File: src/rtl/alu_arbiter.sv
// Two-requester valid/ready arbiter in front of one shared combinational ALU.
// Defining ALU_ARB_FIXED_PRIO_EN gives requester 0 fixed priority; otherwise round-robin.
module alu_arbiter #(
   parameter int DATA_WIDTH     = 32,
   parameter int ALU_CTRL_WIDTH = 4
) (
   input  logic                      clk,
   input  logic                      rst,
   input  logic [1:0]                req_valid,
   output logic [1:0]                req_ready,
   input  logic [DATA_WIDTH-1:0]     req0_src_a,
   input  logic [DATA_WIDTH-1:0]     req1_src_a,
   input  logic [DATA_WIDTH-1:0]     req0_src_b,
   input  logic [DATA_WIDTH-1:0]     req1_src_b,
   input  logic [ALU_CTRL_WIDTH-1:0] req0_ctrl,
   input  logic [ALU_CTRL_WIDTH-1:0] req1_ctrl,
   output logic [DATA_WIDTH-1:0]     alu_src_a,
   output logic [DATA_WIDTH-1:0]     alu_src_b,
   output logic [ALU_CTRL_WIDTH-1:0] alu_ctrl,
   input  logic [DATA_WIDTH-1:0]     alu_result,
   input  logic                      alu_zero,
   output logic                      rsp_valid,
   input  logic                      rsp_ready,
   output logic [DATA_WIDTH-1:0]     rsp_result,
   output logic                      rsp_zero,
   output logic                      rsp_id
);

   logic                  rsp_valid_q,  rsp_valid_d;
   logic [DATA_WIDTH-1:0] rsp_result_q, rsp_result_d;
   logic                  rsp_zero_q,   rsp_zero_d;
   logic                  rsp_id_q,     rsp_id_d;
`ifndef ALU_ARB_FIXED_PRIO_EN
   logic                  last_grant_q, last_grant_d;
`endif

   logic       can_accept;
   logic [1:0] grant;
   logic       xfer;
   logic       xfer_id;

   // The entry can take a new result if it is empty or being drained this cycle.
   assign can_accept = !rsp_valid_q || rsp_ready;

   // NOTE: every always_comb output gets a default first so no path leaves it unassigned (no latch).
   always_comb begin
      grant = 2'b00;
      if (can_accept) begin
         case (req_valid)
            2'b01:   grant = 2'b01;
            2'b10:   grant = 2'b10;
`ifdef ALU_ARB_FIXED_PRIO_EN
            2'b11:   grant = 2'b01;
`else
            2'b11:   grant = last_grant_q ? 2'b01 : 2'b10;
`endif
            default: grant = 2'b00;
         endcase
      end
   end

   assign req_ready = grant;
   assign xfer      = |grant;
   assign xfer_id   = grant[1];

   // Idle drive is 0 + 0 with the add code, keeping the ALU inputs quiet.
   always_comb begin
      alu_src_a = '0;
      alu_src_b = '0;
      alu_ctrl  = '0;
      if (grant[0]) begin
         alu_src_a = req0_src_a;
         alu_src_b = req0_src_b;
         alu_ctrl  = req0_ctrl;
      end else if (grant[1]) begin
         alu_src_a = req1_src_a;
         alu_src_b = req1_src_b;
         alu_ctrl  = req1_ctrl;
      end
   end

   always_comb begin
      rsp_valid_d  = rsp_valid_q;
      rsp_result_d = rsp_result_q;
      rsp_zero_d   = rsp_zero_q;
      rsp_id_d     = rsp_id_q;
`ifndef ALU_ARB_FIXED_PRIO_EN
      last_grant_d = last_grant_q;
`endif
      if (xfer) begin
         rsp_valid_d  = 1'b1;
         rsp_result_d = alu_result;
         rsp_zero_d   = alu_zero;
         rsp_id_d     = xfer_id;
`ifndef ALU_ARB_FIXED_PRIO_EN
         last_grant_d = xfer_id;
`endif
      end else if (rsp_ready) begin
         rsp_valid_d  = 1'b0;
      end
   end

   // NOTE: state registers use non-blocking assignments so all flops update together at the edge.
   always_ff @(posedge clk) begin
      if (rst) begin
         rsp_valid_q  <= 1'b0;
         rsp_result_q <= '0;
         rsp_zero_q   <= 1'b0;
         rsp_id_q     <= 1'b0;
`ifndef ALU_ARB_FIXED_PRIO_EN
         // Starting at 1 lets requester 0 win the first contention.
         last_grant_q <= 1'b1;
`endif
      end else begin
         rsp_valid_q  <= rsp_valid_d;
         rsp_result_q <= rsp_result_d;
         rsp_zero_q   <= rsp_zero_d;
         rsp_id_q     <= rsp_id_d;
`ifndef ALU_ARB_FIXED_PRIO_EN
         last_grant_q <= last_grant_d;
`endif
      end
   end

   assign rsp_valid  = rsp_valid_q;
   assign rsp_result = rsp_result_q;
   assign rsp_zero   = rsp_zero_q;
   assign rsp_id     = rsp_id_q;

endmodule

File: config.mk
export PLATFORM = sky130hd
export DESIGN_NAME = alu_arbiter
export DESIGN_NICKNAME = d
export VERILOG_FILES = /design/src/rtl/alu_arbiter.sv
export SDC_FILE = /design/constraint.sdc
export NUM_CORES = 1
export LEC_CHECK = 0
export CORE_AREA = 2 2 108 110
export DETAILED_ROUTE_END_ITERATION = 10
export DIE_AREA = 0 0 110 112
export PLACE_DENSITY = 0.62
export SYNTH_ARGS = -nofsm -noshare
export SYNTH_HDL_FRONTEND = slang
export SYNTH_SLANG_ARGS = --single-unit
File: constraint.sdc
create_clock -name clk -period 4.55 [get_ports clk]
set_input_delay 1.1375 -clock clk [delete_from_list [all_inputs] [get_ports clk]]
set_output_delay 1.1375 -clock clk [all_outputs]
set_load 0.01 [all_outputs]
==> results list <==
- After the first detailed-routing iteration, the DRC count stood at 241.
- The flow ran to the end, and the final reports show no timing, DRC or antenna violations.
- Count of different cell masters after synthesis: 20
- Footprint of the flip-flops and latches: 721 um2
- Clock-pin slew was measured on the worst setup and hold paths at 50 ps.
- Multi-input gate area in the final layout: 0.00127 mm2
- Clock tree synthesis inserted a total of 5 buffers.
- 279 I/O pins were placed.
* Effective utilization at floorplan: 19.2%
* Fraction of the yosys area taken by sequential cells: 33.7%
- The number of gates resized after CTS was 0.
- Count of final max-slew check failures: 0
* Sum of negative setup slack: 0 ps
- Across the VDD grid, the largest voltage drop is 0.194 mV.
* Cell count of the worst reg-to-reg path: 4
* Commonest cells post-synth: sky130_fd_sc_hd__a22o_1 (68), sky130_fd_sc_hd__a21oi_1 (36), sky130_fd_sc_hd__dfxtp_1 (36)
* Number of H-tree branching levels: 2
- The die covers 0.0123 mm2.
- STA classifies the critical path startpoint as a primary input.
* Post-CTS Setup Bufs: 0
* Largest net degree at the start of global routing: 70
- In this run the standard cell core region covers 0.0112 mm2.
- CTS tree: done
* Layout-stage area growth over the synthesis result: 142%
- Dominant synthesized flop cell: sky130_fd_sc_hd__dfxtp_1
- Die outline width: 110 um
- Floorplan die height: 112 um
- First drt pass iteration count: 4
* CTS Hold Bufs: 0
* Post-Synthesis Net Count: 425
* Tcrit/Tclk final: 94.4%
- Clock latency at the later pin of the worst-skew pair: 280 ps
- Setup repair after global routing left no endpoint under its margin.
- The tool flagged a number of max-cap violations equal to 0.
- The wire-length estimate of the detail-placed layout is 8.94 mm.
* Cell with the most instances after synthesis: sky130_fd_sc_hd__a22o_1
* Standby leakage power: 1.92 nW
- Among the stages of the critical path, the cell type that occurs most often is sky130_fd_sc_hd__clkdlybuf4s50_1.
- At the end of the flow, the number of nets in the layout was 682.
* Average size of a mapped cell: 8.53 um2
- The congestion estimate from routability-driven global placement came to 0.789.
- Wirelength, routed: 11.4 mm
- Number of antenna violations at the first check in global routing: 1
- For this block, the via count after detailed routing is 3048.
* Number of cells produced by synthesis: 251
- Maximum clock rate: 233 MHz
- PwrDens: 232 mW/mm2
- In this run the worst path has a maximum fanout of 69.
- Count of antenna-violating nets left after detailed routing: 0
- Setup violations remaining at the end of the flow were counted as 0.
- Site Rows: 39
- Buffers from clock root to sink, at most: 2
* Maximum clock skew at final layout: 4.84 ps
- Ys async rst share: 0%
- GRT Total Usage: 16.7%
* Final routed DRC violation total: 0
- STA puts the critical path data arrival time at 3160 ps.
- Vias per cell: 4.67
- Crit-path slowest cell: sky130_fd_sc_hd__clkdlybuf4s50_1
- The critical path is of the in2out type.
- Main area contributors after synthesis: sky130_fd_sc_hd__dfxtp_1 (34%), sky130_fd_sc_hd__a22o_1 (28%), sky130_fd_sc_hd__nand3b_1 (12%), sky130_fd_sc_hd__a21oi_1 (8.4%), sky130_fd_sc_hd__o21ai_0 (7.0%)
- Fraction of final layout cells sized beyond drive strength 1: 3.54%
- Traced cell by cell, the critical path runs through clkdlybuf4s50_1 -> inv_1 -> nor3_4 -> buf_12 -> a22o_1 -> clkdlybuf4s50_1.
- In this run the tightest slew margin relative to its limit is 28.8%.
- Final core utilization: 46.3%
- The final hold violation count was 0.
* HP Class: reg2reg
* Combined area of all synthesized cells: 0.00214 mm2
* Slew at the pin closest to its max-slew limit: 1070 ps
- WL per Instance: 17.4 um
- Counting every sink on the clock net gives 36.
* Count of buffers inserted at the top-level ports: 278
- Wire length of the first global-routing pass: 15.8 mm
* Clock period minus final worst setup slack: 4300 ps
- Clock root cell: sky130_fd_sc_hd__clkbuf_16
* Library cell with the largest summed area after synthesis: sky130_fd_sc_hd__dfxtp_1
- Via count of the first global-routing pass: 2775
* Filler cell count in the final layout: 1092
- Remaining Overflow, GRT: 0
- In this run, synthesis produced a sequential element count of 36.
* Yosys warnings: 0
* Element type at the critical path end: primary output
- In this run, synthesis inferred 0 flip-flops with an integrated enable.
- After synthesis, the largest area contributor takes up 33.7% of total cell area.
- Data on the critical path is required at its endpoint by 3410 ps.
- CP peak stage delay: 570 ps
* Hold-critical path depth: 2
## cell type report
| cell class | count | share of cell area [%] |
|---|---|---|
| clock inverters | 2 | 0.290 |
| repair buffers | 283 | 54.9 |
| well taps | 143 | 3.45 |
| multi-input cells | 180 | 24.5 |
| clock buffers | 6 | 2.68 |
| flip-flops and latches | 36 | 13.9 |
| inverters | 2 | 0.145 |
| diodes | 1 | 0.0483 |
## cells by family (layout without fill, tap and decap cells)
family          Yosys count  after routing  synth area share, %
buf+inv                  35            293                 7.48
compound gates          139            139                 44.5
flops                    36             36                 33.7
other cells               0              1                    0
simple gates             41             41                 14.3
## flip-flops by register name, summed over array words and instances, names as in the netlist
register and count:
rsp_zero 1, rsp_valid 1, rsp_result 32, rsp_id 1
last_grant_q 1
## cell usage in the layout (no fill, tap or decap), drive strengths merged
master	netlist	layout
clkbuf	15	6
nor3	1	1
a21oi	36	36
nor2	1	1
inv	2	2
dfxtp	36	36
nand2	1	1
nand2b	1	1
buf	18	5
nor2b	2	2
nand3	1	1
clkdlybuf4s50	0	278
o21bai	1	1
a22o	68	68
diode	0	1
and3	1	1
nand3b	33	33
clkinvlp	0	2
o21ai	34	34
## where the power goes
part           switching (mW)  leakage, nW  internal (mW)  total, mW
Sequential             0.0103        0.298          0.337      0.348
Combinational           0.180         1.55          0.326      0.506
Clock                   0.130       0.0691          0.218      0.348
Total                   0.321         1.92          0.881       1.20
## critical path, delay by kind of cell
family,cells,cell delay [ps]
AO/OA/AOI/OAI,1,220
AND/OR/NAND/NOR,1,220
buffers and inverters,4,1540
## per-stage QoR
stage	worst slack, ps	instances	total power [mW]	hold WS (ps)	cell area [um2]
2_1_floorplan	1300	251	0.530	498	2140
3_3_place_gp	250	644	0.859	460	5020
3_5_place_dp	229	644	0.864	467	5020
4_1_cts	229	652	1.22	474	5180
5_1_grt	157	653	1.26	493	5180
6_report	253	653	1.20	471	5180
## path summary, 6_finish.rpt
path / from / slack [ps] / endpoint
setup / recovery: req_valid[0] / 250 / alu_src_b[6]
hold / removal: rsp_result[25] / 470 / rsp_result[25]
setup reg to reg: rsp_valid / 3190 / rsp_result[9]
hold reg to reg: rsp_result[25] / 470 / rsp_result[25]
## layer usage
layer,vias to the layer above,track usage [%],part of all wire [%]
met5,-,0,0
met3,13,4.57,9.7
met2,145,30.3,51
met1,1411,18.6,37
met4,0,5.06,1.5
li1,1479,-,-
Note: power is estimated with default switching activity, not from simulation.
